`config.mk`:
```
export PLATFORM = sky130hd
export DESIGN_NAME = core_ifetch_prefetch
export DESIGN_NICKNAME = d
export VERILOG_FILES = /design/src/rtl/core_ifetch_pkg.sv /design/src/rtl/core_ifetch_fifo.sv /design/src/rtl/core_ifetch_prefetch.sv
export SDC_FILE = /design/constraint.sdc
export NUM_CORES = 1
export LEC_CHECK = 0
export ABC_AREA = 1
export CORE_MARGIN = 8
export CORE_UTILIZATION = 38
export CTS_CLUSTER_SIZE = 24
export DETAILED_ROUTE_END_ITERATION = 8
export RECOVER_POWER = 100
export SYNTH_ARGS = -nofsm -noshare
export SYNTH_HDL_FRONTEND = slang
export SYNTH_SLANG_ARGS = --single-unit
```
`constraint.sdc`:
```
create_clock -name CLK -period 3.7 [get_ports CLK]
set_input_delay 0.555 -clock CLK [delete_from_list [all_inputs] [get_ports CLK]]
set_output_delay 0.555 -clock CLK [all_outputs]
set_load 0.005 [all_outputs]
```
`src/rtl/core_ifetch_pkg.sv`:
```
// Shared types and constants for the instruction prefetcher.
// An instruction buffer entry holds the fetched word, its PC and its error flag.
package core_ifetch_pkg;

   localparam logic [1:0]  RESP_OKAY   = 2'b00;
   localparam logic [31:0] INSTR_RESET = 32'hDEADBEEF;
   localparam int          INSTR_W     = 32;

   typedef struct packed {
      logic [INSTR_W-1:0] instr;
      logic [31:0]        pc;
      logic               err;
   } entry_t;

   localparam entry_t ENTRY_RESET = '{instr: INSTR_RESET, pc: 32'h0, err: 1'b0};

endpackage

```
`src/rtl/core_ifetch_fifo.sv`:
```
// Instruction buffer with a synchronous flush, a registered head and an occupancy count.
// A push into an empty buffer goes straight to the head register.
module core_ifetch_fifo
   import core_ifetch_pkg::*;
#(
   parameter int DEPTH = 4
) (
   input  logic                 CLK,
   input  logic                 NRST,
   input  logic                 flush,
   input  logic                 push,
   input  entry_t               din,
   input  logic                 pop,
   output logic                 head_valid,
   output entry_t               head,
   output logic [$clog2(DEPTH):0] count
);

   localparam int AW = $clog2(DEPTH);
   localparam logic [AW:0] FULL = (AW+1)'(DEPTH);

   entry_t        mem [DEPTH];
   logic [AW-1:0] wr_ptr;
   logic [AW-1:0] rd_ptr;
   logic [AW-1:0] rd_ptr_nxt;
   logic [AW:0]   count_after_pop;
   logic [AW:0]   count_nxt;
   logic          push_ok;
   logic          pop_ok;
   entry_t        head_nxt;

   always_comb begin
      pop_ok          = pop && head_valid;
      push_ok         = push && ((count != FULL) || pop_ok);
      count_after_pop = count - (AW+1)'(pop_ok);
      count_nxt       = count_after_pop + (AW+1)'(push_ok);
      rd_ptr_nxt      = rd_ptr + AW'(pop_ok);
      if (push_ok && (count_after_pop == '0)) begin
         head_nxt = din;
      end else begin
         head_nxt = mem[rd_ptr_nxt];
      end
   end

   always_ff @(posedge CLK or negedge NRST) begin
      if (!NRST) begin
         wr_ptr     <= '0;
         rd_ptr     <= '0;
         count      <= '0;
         head_valid <= 1'b0;
         head       <= ENTRY_RESET;
      end else if (flush) begin
         wr_ptr     <= '0;
         rd_ptr     <= '0;
         count      <= '0;
         head_valid <= 1'b0;
      end else begin
         if (push_ok) begin
            wr_ptr <= wr_ptr + AW'(1);
         end
         rd_ptr     <= rd_ptr_nxt;
         count      <= count_nxt;
         head_valid <= (count_nxt != '0);
         // head keeps its last word while empty
         if (count_nxt != '0) begin
            head <= head_nxt;
         end
      end
   end

   always_ff @(posedge CLK) begin
      if (push_ok && !flush) begin
         mem[wr_ptr] <= din;
      end
   end

endmodule

```
`src/rtl/core_ifetch_prefetch.sv`:
```
// Pipelined instruction prefetcher: credit-based AR issue, issued-PC tracking,
// stale-response discard on redirect, and a buffered valid/ready stream to decode.
module core_ifetch_prefetch
   import core_ifetch_pkg::*;
#(
   parameter logic [31:0] PC_INIT         = 32'h0,
   parameter int          AXI_AWIDTH      = 4,
   parameter int          AXI_DWIDTH      = 32,
   parameter int          FIFO_DEPTH      = 4,
   parameter int          MAX_OUTSTANDING = 2
) (
   input  logic                  CLK,
   input  logic                  NRST,
   output logic [AXI_AWIDTH-1:0] AXI_ARADDR,
   output logic                  AXI_ARVALID,
   input  logic                  AXI_ARREADY,
   input  logic [AXI_DWIDTH-1:0] AXI_RDATA,
   input  logic [1:0]            AXI_RRESP,
   input  logic                  AXI_RVALID,
   output logic                  AXI_RREADY,
   input  logic                  C_FETCH_EN,
   input  logic                  C_PC_UPDATE,
   input  logic [31:0]           PC_NEXT,
   output logic                  INSTR_VALID,
   input  logic                  INSTR_READY,
   output logic [31:0]           INSTRUCTION,
   output logic [31:0]           INSTR_PC,
   output logic                  INSTR_ERR,
   output logic [31:0]           FETCH_PC
);

   localparam int CW  = $clog2(FIFO_DEPTH) + 2;
   localparam int FCW = $clog2(FIFO_DEPTH) + 1;
   localparam int PW  = (MAX_OUTSTANDING > 1) ? $clog2(MAX_OUTSTANDING) : 1;
   localparam logic [PW-1:0] PQ_LAST = PW'(MAX_OUTSTANDING - 1);
   localparam logic [CW-1:0] MAX_OUT = CW'(MAX_OUTSTANDING);
   localparam logic [CW-1:0] DEPTH_C = CW'(FIFO_DEPTH);

   logic           arvalid_q;
   logic           rready_q;
   logic           redir_pend_q;
   logic [31:0]    fetch_pc_q;
   logic [31:0]    redir_pc_q;
   logic [31:0]    pc_next_al;
   logic [CW-1:0]  outst_q;
   logic [CW-1:0]  discard_q;
   logic [CW-1:0]  outst_nxt;
   logic [CW-1:0]  discard_nxt;
   logic [CW-1:0]  fifo_cnt_nxt;
   logic [FCW-1:0] fifo_count;
   logic [31:0]    pcq [MAX_OUTSTANDING];
   logic [PW-1:0]  pq_wr_q;
   logic [PW-1:0]  pq_rd_q;
   logic           ar_hs;
   logic           ar_stall;
   logic           r_hs;
   logic           pop;
   logic           push;
   logic           arvalid_nxt;
   entry_t         push_entry;
   entry_t         head;

   always_comb begin
      ar_hs        = arvalid_q && AXI_ARREADY;
      ar_stall     = arvalid_q && !AXI_ARREADY;
      r_hs         = AXI_RVALID && rready_q;
      pop          = INSTR_VALID && INSTR_READY;
      pc_next_al   = PC_NEXT & ~32'h3;
      push         = r_hs && (discard_q == '0) && !C_PC_UPDATE;
      push_entry   = '{instr: AXI_RDATA, pc: pcq[pq_rd_q], err: (AXI_RRESP != RESP_OKAY)};
      outst_nxt    = outst_q + CW'(ar_hs) - CW'(r_hs);
      fifo_cnt_nxt = C_PC_UPDATE ? '0 : (CW'(fifo_count) + CW'(push) - CW'(pop));
      // everything still in flight after a redirect is stale, including an unaccepted AR
      if (C_PC_UPDATE) begin
         discard_nxt = outst_nxt + CW'(ar_stall);
      end else begin
         discard_nxt = discard_q - CW'(r_hs && (discard_q != '0));
      end
      if (ar_stall) begin
         arvalid_nxt = 1'b1;
      end else begin
         arvalid_nxt = C_FETCH_EN && (outst_nxt < MAX_OUT) &&
                       ((outst_nxt + fifo_cnt_nxt) < DEPTH_C);
      end
   end

   always_ff @(posedge CLK or negedge NRST) begin
      if (!NRST) begin
         arvalid_q    <= 1'b0;
         rready_q     <= 1'b0;
         redir_pend_q <= 1'b0;
         fetch_pc_q   <= PC_INIT;
         redir_pc_q   <= PC_INIT;
         outst_q      <= '0;
         discard_q    <= '0;
         pq_wr_q      <= '0;
         pq_rd_q      <= '0;
      end else begin
         arvalid_q <= arvalid_nxt;
         rready_q  <= 1'b1;
         outst_q   <= outst_nxt;
         discard_q <= discard_nxt;
         if (ar_hs) begin
            pq_wr_q <= (pq_wr_q == PQ_LAST) ? '0 : pq_wr_q + PW'(1);
         end
         if (r_hs) begin
            pq_rd_q <= (pq_rd_q == PQ_LAST) ? '0 : pq_rd_q + PW'(1);
         end
         // a redirect during a stalled AR is parked until that AR is accepted
         if (ar_hs) begin
            redir_pend_q <= 1'b0;
            if (C_PC_UPDATE) begin
               fetch_pc_q <= pc_next_al;
            end else if (redir_pend_q) begin
               fetch_pc_q <= redir_pc_q;
            end else begin
               fetch_pc_q <= fetch_pc_q + 32'd4;
            end
         end else if (C_PC_UPDATE) begin
            if (arvalid_q) begin
               redir_pend_q <= 1'b1;
               redir_pc_q   <= pc_next_al;
            end else begin
               fetch_pc_q <= pc_next_al;
            end
         end
      end
   end

   always_ff @(posedge CLK) begin
      if (ar_hs) begin
         pcq[pq_wr_q] <= fetch_pc_q;
      end
   end

   core_ifetch_fifo #(.DEPTH(FIFO_DEPTH)) u_fifo (
      .CLK        (CLK),
      .NRST       (NRST),
      .flush      (C_PC_UPDATE),
      .push       (push),
      .din        (push_entry),
      .pop        (pop),
      .head_valid (INSTR_VALID),
      .head       (head),
      .count      (fifo_count)
   );

   assign AXI_ARADDR  = fetch_pc_q[AXI_AWIDTH-1:0];
   assign AXI_ARVALID = arvalid_q;
   assign AXI_RREADY  = rready_q;
   assign FETCH_PC    = fetch_pc_q;
   assign INSTRUCTION = head.instr;
   assign INSTR_PC    = head.pc;
   assign INSTR_ERR   = head.err;

endmodule

```
==> results, run 1 <==
- The required time of the critical path is 4.16 ns.
- The initial antenna violation count is 0.
- The count of nets after finishing is 2259.
- After detailed routing, the number of vias per cell comes to 4.97.
- The post-CTS setup repair buffer count is 0.
- The maximum resistive drop on vdd is 431 µV.
- Dividing total power by cell area gives a power density of 715 nW/µm².
- For the finished layout, the period the worst path requires is 3.21 ns.
- The number of buffers inserted during clock tree synthesis is 49.
- The leakage power summed over all cells is 9.79 nW.
- The maximum frequency from static timing analysis is 311 MHz.
- The total track usage is 16.5%.
- The mapped netlist covers 20100 µm².
- Data on the critical path arrives at its endpoint at 3.67 ns.
- The min-delay analysis places its worst path in the category register to register.
- Row generation in the floorplan step produced 84 rows.
- At the pin with the least slew margin, the transition time is 2.51 ns.
- The headroom to the max-slew limit is -67.5%.
- In this run, placement finished with an instance count of 2798.
- The maximum clock path buffer count is 3.
- Of all cell types, the one taking the most synthesized area is edfxtp_1.
- Wires add up to 49700 µm.
- The flow ran to the end, but the final reports show violations.
- 177 I/O pins were placed.
- The total of warnings raised by yosys is 0.
- The final number of hold-violating endpoints is 0.
- The kind of end point of the critical path is a register.
- The placer's final routability congestion estimate is 0.830.
- In the layout the commonest cells are nand2_1 (653), edfxtp_1 (312), nand3_1 (190).
- The starting DRC count in detailed routing is 994.
- The most used flip-flop cell after synthesis is edfxtp_1.
- The total number of H-tree levels is 2.
- The number of global-route vias before repair is 14500.
- Synthesis inferred 456 register bits.
- The post-route antenna net violation count is 0.
- The sum of net half-perimeters after detailed placement is 30600 µm.
- The library cell used most frequently in the layout, excluding fill and tap cells, is nand2_1.
- STA classifies the critical path startpoint as an input pin.
- The first global-routing pass estimated 80000 µm of wire.
- The total setup violations reported at the end of the flow is 0.
- After detailed routing, the number of remaining DRC violations is 0.
- The core region area is 52400 µm².
- The setup path with the least slack is of type input pin to register.
- At the later pin of the worst-skew pair, clock insertion delay measures 0.59 ns.
- Clock skew on the completed layout was measured at 0.0274 ns.
- In the synthesized netlist the async set-or-reset flop fraction comes to 31.6%.
- The first TritonRoute pass finished after 5 iterations.
- The die width is 246 µm.
- The post-route setup TNS is 0 ns.
- After synthesis, the largest area contributor takes up 46.5% of total cell area.
- Synthesis instantiated 38 different standard cells from the library.
- The clock slew at the register clock pins of the worst setup and hold paths is 0.06 ns.
- The number of gates given a new drive strength after cts is 0.
- Input and output buffers added on the ports amount to 168.
- The cell count after synthesis came out at 2007.
- The tree built by TritonCTS fans out to 456 sinks.
- The fraction of final layout cells sized beyond drive strength 1 is 7.77%.
- Setup repair after global routing left no endpoint under its margin.
- A synthesized cell averages 10.0 µm².
- TritonCTS built the clock tree.
- Entering global routing, the biggest net connects 99 pins.
- Fill cells in the final layout number 4812.
- Yosys mapped a number of flops with a built-in enable equal to 312.
- The die height is 246 µm.
- The relative area change from synthesis to final layout is 20.3%.
- The final reports fail on max-capacitance violations, max-slew violations.
- Ranked by total cell area, the synthesized netlist is headed by edfxtp_1 (47%), dfrtp_1 (15%), nand2_1 (12%), nand3_1 (4.7%), dfstp_2 (3.1%).
- The number of hold buffers added after CTS was 0.
- In the final routed layout, each cell accounts on average for 17.2 µm.
- The count of max-cap constraint violations is 4.
- The root buffer cell chosen for the clock tree is clkbuf_16.
- The initial cell density of the core is 38.4%.
- In this run the worst path has a maximum fanout of 43.
- For this run, the number of standard cells in the final layout without fillers is 2890.
- The count of final max-slew check failures is 195.
- The die footprint is 60600 µm².
- The number of antenna diodes in the final layout is 0.
- Dividing the final minimum period by the clock period gives 86.9%.
- The via count is 14400.
- The aggregate global routing overflow is 0.
- Of the synthesized area, sequential elements account for 64.6%.
-- state kept, by name (all words and copies together) (netlist names) --
signal             count
u_fifo.mem           252
outst_q                4
pq_wr_q                1
u_fifo.rd_ptr          2
FETCH_PC              30
discard_q              4
pq_rd_q                1
u_fifo.count           3
u_fifo.head_valid      1
redir_pc_q            30
AXI_ARVALID            1
u_fifo.head           63
AXI_RREADY             1
u_fifo.wr_ptr          2
redir_pend_q           1
pcq                   60
-- kinds of logic after synthesis --
family,share of synthesized area [%]
compound gates,5.40
buf+inv,4.67
fa+ha+maj,1.63
flops,64.6
xor+xnor,0.771
other cells,0.0373
simple gates,21.9
mux,0.951
-- cells in the mapped netlist, drive strengths merged, types with 2 or more instances --
cell    count
mux2       17
o21ai     120
or2        31
xnor2       6
buf        56
a21oi      75
nor2      158
nand4       4
ha         23
dfstp      24
nand3     191
clkinv      2
conb        2
edfxtp    312
fa          2
nand3b     21
o21bai      3
xor2       10
nor3        2
nand2     653
clkbuf     53
inv       110
a31oi       2
a22oi       8
dfrtp     120
-- through the flow --
stage	total power [W]	cell area, µm²	utilization, %	hold WS [ns]	worst slack, ns
floorplan	0.0103	20100	-	0.259	-0.518
global placement	0.0126	22700	43.3	0.455	0.356
detailed placement	0.0127	22700	43.3	0.459	0.355
CTS	0.0177	24300	46.4	0.0972	0.936
global route	0.0185	24200	46.2	0.479	0.353
finish	0.0173	24200	46.2	0.463	0.486
-- cell type report --
type / instances / area [µm²] / area share [%]
tap: 688 / 861 / 3.55
clock inverter: 21 / 255 / 1.05
sequential: 456 / 13000 / 53.7
clock buffer: 71 / 1400 / 5.78
multi-input combinational: 1335 / 6210 / 25.6
timing repair buffer: 207 / 2070 / 8.56
inverter: 112 / 422 / 1.74
-- path summary, 6_finish.rpt --
check                                                  from                           to  slack [ns]  depth (start not counted)
min in group asynchronous                              NRST   u_fifo.head[5]$_DFFE_PN0P_        0.71                          1
worst min register to register  u_fifo.head[49]$_DFFE_PN1P_  u_fifo.head[49]$_DFFE_PN1P_        0.46                          2
worst max register to register       discard_q[2]$_DFF_PN0_  u_fifo.mem[3][17]$_DFFE_PP_        0.61                          6
worst min-delay path            u_fifo.head[49]$_DFFE_PN1P_  u_fifo.head[49]$_DFFE_PN1P_        0.46                          2
max in group asynchronous                              NRST  u_fifo.head[37]$_DFFE_PN0P_        1.21                          2
worst max-delay path                            C_PC_UPDATE    redir_pc_q[4]$_DFFE_PN0P_        0.49                          5
-- worst max-delay path: stages --
cell	delay, ns
dlygate4sd3_1	0.57
buf_4	0.30
nand2_1	0.13
clkbuf_1	1.62
mux2_2	0.46
-- power by group --
part           leakage, nW  internal [W]  switching, W
Clock                0.807       0.00298       0.00199
Combinational         4.47       0.00197       0.00332
Sequential            4.51       0.00651      0.000539
Total                 9.79        0.0115       0.00585
-- routing by layer --
layer	share of wire, %	GRT usage, %	vias up
li1	-	-	7001
met3	6.4	3.77	86
met1	44	21.8	6899
met5	0	0	-
met4	2.3	4.69	0
met2	47	26.9	366
(Power assumes the default switching activity.)
==> run 2, diff against run 1 <==
ABC_AREA = 0   (was 1)
==> run 2 against run 1 <==
Effect of this change: non-clock buffer count grew 2; the flow still finishes with violations (max-capacitance violations, max-slew violations); worst setup slack lost 0.11 ns; critical endpoint is now FETCH_PC[30]$_DFFE_PN0P_; global-route usage shrank 1.1 points; highest routed layer unchanged; worst hold slack gained 0.0040 ns; critical path depth grew 2; routed wire length shrank 11%; sequential power grew 2%; flip-flop and latch count is the same; cell count shrank 26%; count of clock-buffer cells in the layout shrank 8; clock power shrank 2%; sequential share of layout area grew 3.0 points.
==> results, run 2 <==
- The footprint of the flip-flops and latches is 13000 µm² (unchanged).
- The launch point of the critical path is FETCH_PC[2]$_DFFE_PN0P_.
- The highest signal layer in the routed design is met4.
- The flow ran to the end, but the final reports show violations.
- The sequential element share of the synthesized area is 69.2% (+4.6 points).
- The register bit count reported by yosys was 456 (unchanged).
- The post-CTS setup repair buffer count is 0 (unchanged).
- The kind of path behind the tightest hold check is register to register.
- The top-level port count is 177 (unchanged).
- The aggregate global routing overflow is 0 (unchanged).
- The number of buffer cells added on primary ports is 168 (unchanged).
- The number of optimization iterations in the first detailed-route pass was 5 (unchanged).
- The library cell used most frequently in the layout, excluding fill and tap cells, is edfxtp_1.
- The setup path with the least slack is of type register to register.
- The number of flip-flops under the largest register name is 252 (unchanged).
- In this run the clock root is driven by a clkbuf_16.
- The die footprint is 56800 µm² (-6.2%).
- The number of flops mapped to enable cells by yosys is 312 (unchanged).
- The total setup violations reported at the end of the flow was 0 (unchanged).
- The die height is 238 µm (-3.2%).
- edfxtp_1 takes more of the synthesized area than any other cell.
- The initial antenna violation count is 0 (unchanged).
- The die width is 238 µm (-3.2%).
- The post-route fraction of the period consumed by the critical path is 89.9% (+3.0 points).
- In this run the critical register-to-register path is launched from FETCH_PC[2]$_DFFE_PN0P_.
- The total of warnings raised by yosys came to 0 (unchanged).
- The post-route antenna net violation count came to 0 (unchanged).
- The end of the worst register-to-register path is FETCH_PC[30]$_DFFE_PN0P_.
- The maximum clock path buffer count is 3 (unchanged).
- In the final layout, the registers with the most flip-flops are u_fifo.mem: 252 flops, u_fifo.head: 63 flops, pcq: 60 flops.
- In the layout the commonest cells are edfxtp_1 (312), nand2_1 (147), dlygate4sd3_1 (134).
- The initial cell density of the core is 38.5% (+0.095 points).
- The worst setup path is captured at a register.
- The count of max-cap constraint violations is 6 (+2).
- The number of buffers inserted during clock tree synthesis is 48 (-2.0%).
- The post-synthesis instance area was 18800 µm² (-6.6%).
- The clock tree skew after final layout was 0.0231 ns (-0.00434 ns).
- TritonCTS built the clock tree.
- The cell count of the worst hold path is 1 (-1).
- The internal reg-to-reg setup slack came to 0.37 ns (-0.24 ns).
- The total power was 0.0161 W (-7.1%).
- The synthesized instance count was 1232 (-39%).
- The wire length reported by the detailed router came to 44100 µm (-11%).
- The total track usage came to 15.3% (-1.1 points).
- The data arrival time at the worst-slack endpoint is 3.81 ns (+0.14 ns).
- Relative to the synthesized area, the layout overhead comes to 22.2%.
- The via density per instance is 5.17 (+4.2%).
- By area the synthesized netlist is led by edfxtp_1 (50%), dfrtp_1 (16%), mux4_2 (7.5%), mux2_2 (3.7%), dfstp_2 (3.4%).
- The post-route worst hold slack was 0.468 ns (+0.00401 ns).
- The ratio of total power to cell area is 701 nW/µm² (-2.0%).
- The register containing the most flip-flops in the final layout is u_fifo.mem.
- The count of nets after finishing is 1524 (-33%).
- The final routed wire length divided by cell count is 20.7 µm (+21%).
- The synthesized area per cell is 15.3 µm² (+52%).
- The number of non-filler instances in the completed layout is 2130 (-26%).
- The via count is 11000 (-23%).
- The final number of hold-violating endpoints came to 0 (unchanged).
- The row count is 81 (-3.6%).
- The amount of wire on met3 after detailed routing is 2620 µm (-18%).
- The required time of the critical path is 4.18 ns (+0.02 ns).
- The residual DRC count is 0 (unchanged).
- The largest fanout on the critical path is 10 (-77%).
- The insertion delay of the later-clocked pin in the worst-skew pair is 0.57 ns (-0.02 ns).
- By instance count, the leading cell after synthesis is edfxtp_1.
- The headroom to the max-slew limit is -18.1% (+49 points).
- The starting DRC count in detailed routing is 747 (-25%).
- The count of antenna diodes in the layout is 0 (unchanged).
- The number of sinks on the clock net is 456 (unchanged).
- The share of synthesized registers carrying an async set or reset is 31.6% (unchanged).
- The cell total after placement came to 2039 (-27%).
- The core region area is 48800 µm² (-6.9%).
- The post-route setup TNS came to 0 ns (unchanged).
- The fraction of final layout cells sized beyond drive strength 1 is 16.2% (+8.4 points).
- The largest net degree at the start of global routing came to 68 (-31%).
- Setup repair after global routing left no endpoint under its margin.
- The launching element type of the critical path is a register.
- The most used flip-flop cell after synthesis is edfxtp_1.
- The checks that failed: max-capacitance violations, max-slew violations.
- The maximum resistive drop on vdd is 421 µV (-2.2%).
- The count of final max-slew check failures was 174 (-11%).
- The pin slew with the least headroom to its limit is 1.77 ns (-0.741 ns).
- The clock slew at the register clock pins of the worst setup and hold paths is 0.06 ns (about the same).
- The total routed wire length on the met1 layer is 20000 µm (-9.2%).
- The total number of H-tree levels came to 2 (unchanged).
- The shortest clock period the worst path allows after layout is 3.33 ns (+0.111 ns).
- The area used by multi-input combinational logic is 5350 µm² (-14%).
- The count of unique library cells instantiated by Yosys is 65 (+71%).
- The sum of net half-perimeters after detailed placement is 26800 µm (-12%).
- The placer's final routability congestion estimate is 0.842 (+1.4%).
- The met2 routed wirelength is 20800 µm (-11%).
- The critical path ends at FETCH_PC[30]$_DFFE_PN0P_.
- The leakage power summed over all cells came to 8.13 nW (-17%).
- The wire length of the first global-routing pass is 67800 µm (-15%).
- The fraction of post-synthesis cell area in the top cell type by area is 49.9% (+3.3 points).
- The maximum frequency from static timing analysis is 301 MHz (-3.4%).
- The fill cell total of the finished layout is 4324 (-10%).
- The depth of the worst register-to-register path is 7 (+1).
- The number of global-route vias before repair is 11300 (-22%).
- The post-route core utilization came to 47.0% (+0.81 points).
- The commonest cells after synthesis are edfxtp_1 (312), nand2_1 (147), dfrtp_1 (120).
==> run 2: logic make-up after synthesis <==
logic type	Yosys count	share of synthesized area, %
flip-flops	456	69.2
AND/OR/NAND/NOR	312	7.43
AO/OA/AOI/OAI	179	5.98
multiplexers	133	11.7
buffers and inverters	96	2.58
XOR/XNOR	29	1.35
adder cells (fa/ha/maj)	25	1.74
other	2	0.0400
==> run 2: cell type report <==
cell class | instances | area share, %
tap | 664 | 3.62
inverter | 26 | 0.425
multi-input combinational | 685 | 23.3
clock inverter | 27 | 1.32
clock buffer | 63 | 5.75
sequential | 456 | 56.6
timing repair buffer | 209 | 8.93
==> run 2: critical path, stage by stage, from the launching register on <==
cell and delay, ns:
dfrtp_1 0.32, clkbuf_1 0.47, ha_1 0.37, nand3_4 0.14, nor4_1 1.28, nand3_1 0.21, mux2i_1 0.20, a211oi_1 0.24
==> run 2: how the worst min path moves through the flow <==
stage	endpoint	slack, ns	start
3_5_place_dp	pq_rd_q$_DFFE_PN0P_	0.47	pq_rd_q$_DFFE_PN0P_
5_1_grt	pq_rd_q$_DFFE_PN0P_	0.49	pq_rd_q$_DFFE_PN0P_
6_report	pq_rd_q$_DFFE_PN0P_	0.47	pq_rd_q$_DFFE_PN0P_
2_1_floorplan	AXI_ARVALID$_DFF_PN0_	0.26	NRST
4_1_cts	pq_rd_q$_DFFE_PN0P_	0.48	pq_rd_q$_DFFE_PN0P_
3_3_place_gp	pq_rd_q$_DFFE_PN0P_	0.47	pq_rd_q$_DFFE_PN0P_
==> run 2: what timing repair did <==
action,4_1_cts,5_1_grt
hold buffers,1,0
resized for setup,0,0
setup endpoints to repair,0,0
endpoints found under the hold margin,29,0
==> run 2: metrics by stage <==
stage,area [µm²],worst slack (ns)
final,23000,0.374
after detailed placement,21500,-0.0364
after floorplan,18800,0.0160
after global placement,21500,0.0178
after CTS,23100,0.487
after global routing,23000,0.181
==> run 2: power by group <==
group,switching [W],total [W],internal (W)
logic,0.00198,0.00404,0.00206
registers,0.000669,0.00715,0.00648
clock network,0.00196,0.00490,0.00294
==> run 2: metal layers <==
metal	GRT usage, %	vias up
li1	-	5057
met1	20.8	5603
met2	24.7	298
met3	3.62	60
met4	4.04	0
met5	0	-
==> run 3, diff against run 2 <==
CORE_ASPECT_RATIO = 1.4   (was unset)
CTS_CLUSTER_DIAMETER = 80   (was unset)
==> run 3 against run 2 <==
Effect of this change: the run still ends with max-capacitance violations, max-slew violations left; register-to-register slack worse by 0.03 ns; core utilization is 1.9 points lower; clock skew rose by 0.0010 ns; first-iteration DRC count down 34%; design area shrank 3.9%; clock power decreased by 40%; flip-flop and latch count stayed put; worst hold slack better by 0.024 ns; critical path depth down 1; non-clock buffer count rose by 1; sequential share of layout area is 2.3 points higher; maximum frequency shrank 1.0%.
==> results, run 3 (synthesis results as in run 2) <==
- The worst setup path is launched from a register.
- The required time of the critical path was 3.91 ns (-0.27 ns).
- The post-CTS setup repair buffer count is 0 (unchanged).
- The core region area came to 48900 µm² (about the same).
- The shortest clock period the worst path allows after layout was 3.36 ns (+0.0335 ns).
- The setup path with the least slack is of type register to register.
- The maximum clock path buffer count is 3 (unchanged).
- The largest net degree at the start of global routing is 128 (+88%).
- The total track usage is 15.3% (-0.022 points).
- The area of placed instances is 21500 µm² (about the same).
- The signal on the critical path passes through or4_1 > a2111o_1 > inv_1 > clkbuf_1 > and2_2 > clkbuf_4.
- The relative area change from synthesis to final layout is 17.4%.
- The insertion delay of the later-clocked pin in the worst-skew pair is 0.57 ns (about the same).
- The pin slew with the least headroom to its limit was 2.15 ns (+0.379 ns).
- The depth of the worst register-to-register path is 6 (-1).
- The clock slew at the register clock pins of the worst setup and hold paths is 0.10 ns (+0.04 ns).
- The design area came to 22100 µm² (-3.9%).
- The smallest setup slack after layout came to 0.341 ns (-0.0335 ns).
- The endpoint identified for the worst register-to-register timing path is u_fifo.mem[0][27]$_DFFE_PP_.
- The via density per instance was 5.29 (+2.3%).
- The number of buffer cells added on primary ports is 168 (unchanged).
- The pre-CTS setup slack came to -0.0300 ns (+0.00633 ns).
- The maximum cell stage delay along the critical path is 0.68 ns (-0.60 ns).
- The clock tree skew after final layout is 0.0241 ns (+0.00101 ns).
- The row count is 96 (+19%).
- The post-route fraction of the period consumed by the critical path was 90.8% (+0.90 points).
- The count of antenna diodes in the layout is 0 (unchanged).
- The checks that failed: max-capacitance violations, max-slew violations.
- The placer's final routability congestion estimate was 0.858 (+1.9%).
- The kind of cell with the highest combined delay along the critical path is simple AND/OR/NAND/NOR gates.
- Clock tree synthesis selected as its root buffer the cell clkbuf_16.
- The cell with the largest stage delay on the worst path is and2_2.
- The headroom to the max-slew limit is -43.3% (-25 points).
- The final number of hold-violating endpoints is 0 (unchanged).
- The number of global-route vias before repair is 11400 (+0.26%).
- The post-route antenna net violation count is 0 (unchanged).
- The die footprint is 56900 µm² (+0.18%).
- The total setup violations reported at the end of the flow came to 0 (unchanged).
- The number of sinks on the clock net came to 456 (unchanged).
- The wire length reported by the detailed router is 44200 µm (+0.16%).
- STA classifies the critical path endpoint as a register.
- The die height was 279 µm (+17%).
- The total number of H-tree levels is 1 (-1).
- The sum of net half-perimeters after detailed placement is 28200 µm (+5.2%).
- In the final layout, the registers with the most flip-flops are u_fifo.mem: 252 flops, u_fifo.head: 63 flops, pcq: 60 flops.
- The data arrival time at the worst-slack endpoint came to 3.57 ns (-0.24 ns).
- The number of optimization iterations in the first detailed-route pass was 7 (+2).
- The count of nets after finishing was 1501 (-1.5%).
- The maximum resistive drop on vdd is 372 µV (-12%).
- The count of max-cap constraint violations is 6 (unchanged).
- The number of flip-flops under the largest register name was 252 (unchanged).
- The initial cell density of the core is 38.4% (about the same).
- The run finished, with violations left.
- The final routed wire length divided by cell count is 21.5 µm (+3.7%).
- The count of final max-slew check failures is 227 (+30%).
- The aggregate global routing overflow came to 0 (unchanged).
- In this run the critical register-to-register path is launched from discard_q[1]$_DFF_PN0_.
- Leaving out fill and tap cells, the most frequent cells in the layout are edfxtp_1 (312), nand2_1 (147), dlygate4sd3_1 (128).
- The min-delay analysis places its worst path in the category input pin to asynchronous set/reset pin.
- The ratio of total power to cell area was 635 nW/µm² (-9.3%).
- The top-level port count is 177 (unchanged).
- The via count came to 10900 (-1.2%).
- The leakage power summed over all cells is 7.68 nW (-5.5%).
- The die width is 204 µm (-14%).
- The sum of buffers and inverters on the critical path is 3 (+2).
- The fraction of final layout cells sized beyond drive strength 1 is 13.3% (-2.9 points).
- The largest fanout on the critical path is 23 (+13).
- The post-route core utilization is 45.1% (-1.9 points).
- The initial antenna violation count is 1 (+1).
- Setup repair after global routing left no endpoint under its margin.
- TritonCTS built the clock tree.
- The register containing the most flip-flops in the final layout is u_fifo.mem.
- The internal reg-to-reg setup slack is 0.34 ns (-0.03 ns).
- The residual DRC count is 0 (unchanged).
- Leaving out fill and tap cells, the most frequent cell in the layout is edfxtp_1.
- The wire length of the first global-routing pass is 68200 µm (+0.69%).
- The starting DRC count in detailed routing was 492 (-34%).
- The number of buffers inserted during clock tree synthesis is 24 (-50%).
- The maximum frequency from static timing analysis is 298 MHz (-1.0%).
run 3: repair_timing:
action	in CTS	in global routing
hold buffers	1	0
resized for setup	0	0
hold endpoints to repair	20	0
run 3: final cells by class:
type                       instances  area, µm²
timing repair buffer             210       2070
tap                              637        797
clock buffer                      40        683
fill                            4354      26800
sequential                       456      13000
clock inverter                     4       61.3
multi-input combinational        685       5360
inverter                          26       97.6
run 3: worst register-to-register path, delay by kind of cell (launching register included):
family / cells / cell delay (ns)
buf+inv: 3 / 0.95
simple gates: 2 / 1.26
compound gates: 1 / 0.41
flops: 1 / 0.39
run 3: worst max-delay path by stage:
stage / slack, ns / cells after the start / end / startpoint
global placement: -0.005 / 14 / AXI_ARVALID$_DFF_PN0_ / AXI_ARREADY
detailed placement: -0.03 / 14 / AXI_ARVALID$_DFF_PN0_ / AXI_ARREADY
global route: 0.16 / 6 / u_fifo.mem[3][31]$_DFFE_PP_ / discard_q[1]$_DFF_PN0_
floorplan: 0.02 / 13 / AXI_ARVALID$_DFF_PN0_ / C_PC_UPDATE
finish: 0.34 / 6 / u_fifo.mem[0][27]$_DFFE_PP_ / discard_q[1]$_DFF_PN0_
CTS: 0.53 / 10 / AXI_ARVALID$_DFF_PN0_ / discard_q[1]$_DFF_PN0_
run 3: per-layer routing:
| layer | track usage, % | wire (µm) |
|---|---|---|
| met1 | 19.3 | 18500 |
| met2 | 26.9 | 22500 |
| met3 | 2.06 | 1940 |
| met4 | 5.10 | 1330 |
| met5 | 0 | 0 |
run 3: metrics by stage:
step	hold slack [ns]	power [W]	cells	TNS, ns
global placement	0.487	0.0114	2013	-0.00541
detailed placement	0.490	0.0115	2013	-0.0300
global route	0.516	0.0149	2058	0
floorplan	0.259	0.00947	1237	0
CTS	0.491	0.0145	2058	0
finish	0.492	0.0140	2058	0
run 3: power breakdown:
group / internal [W] / switching [W]
registers: 0.00646 / 0.000628
clock network: 0.00131 / 0.00165
logic: 0.00199 / 0.00199
total: 0.00976 / 0.00427
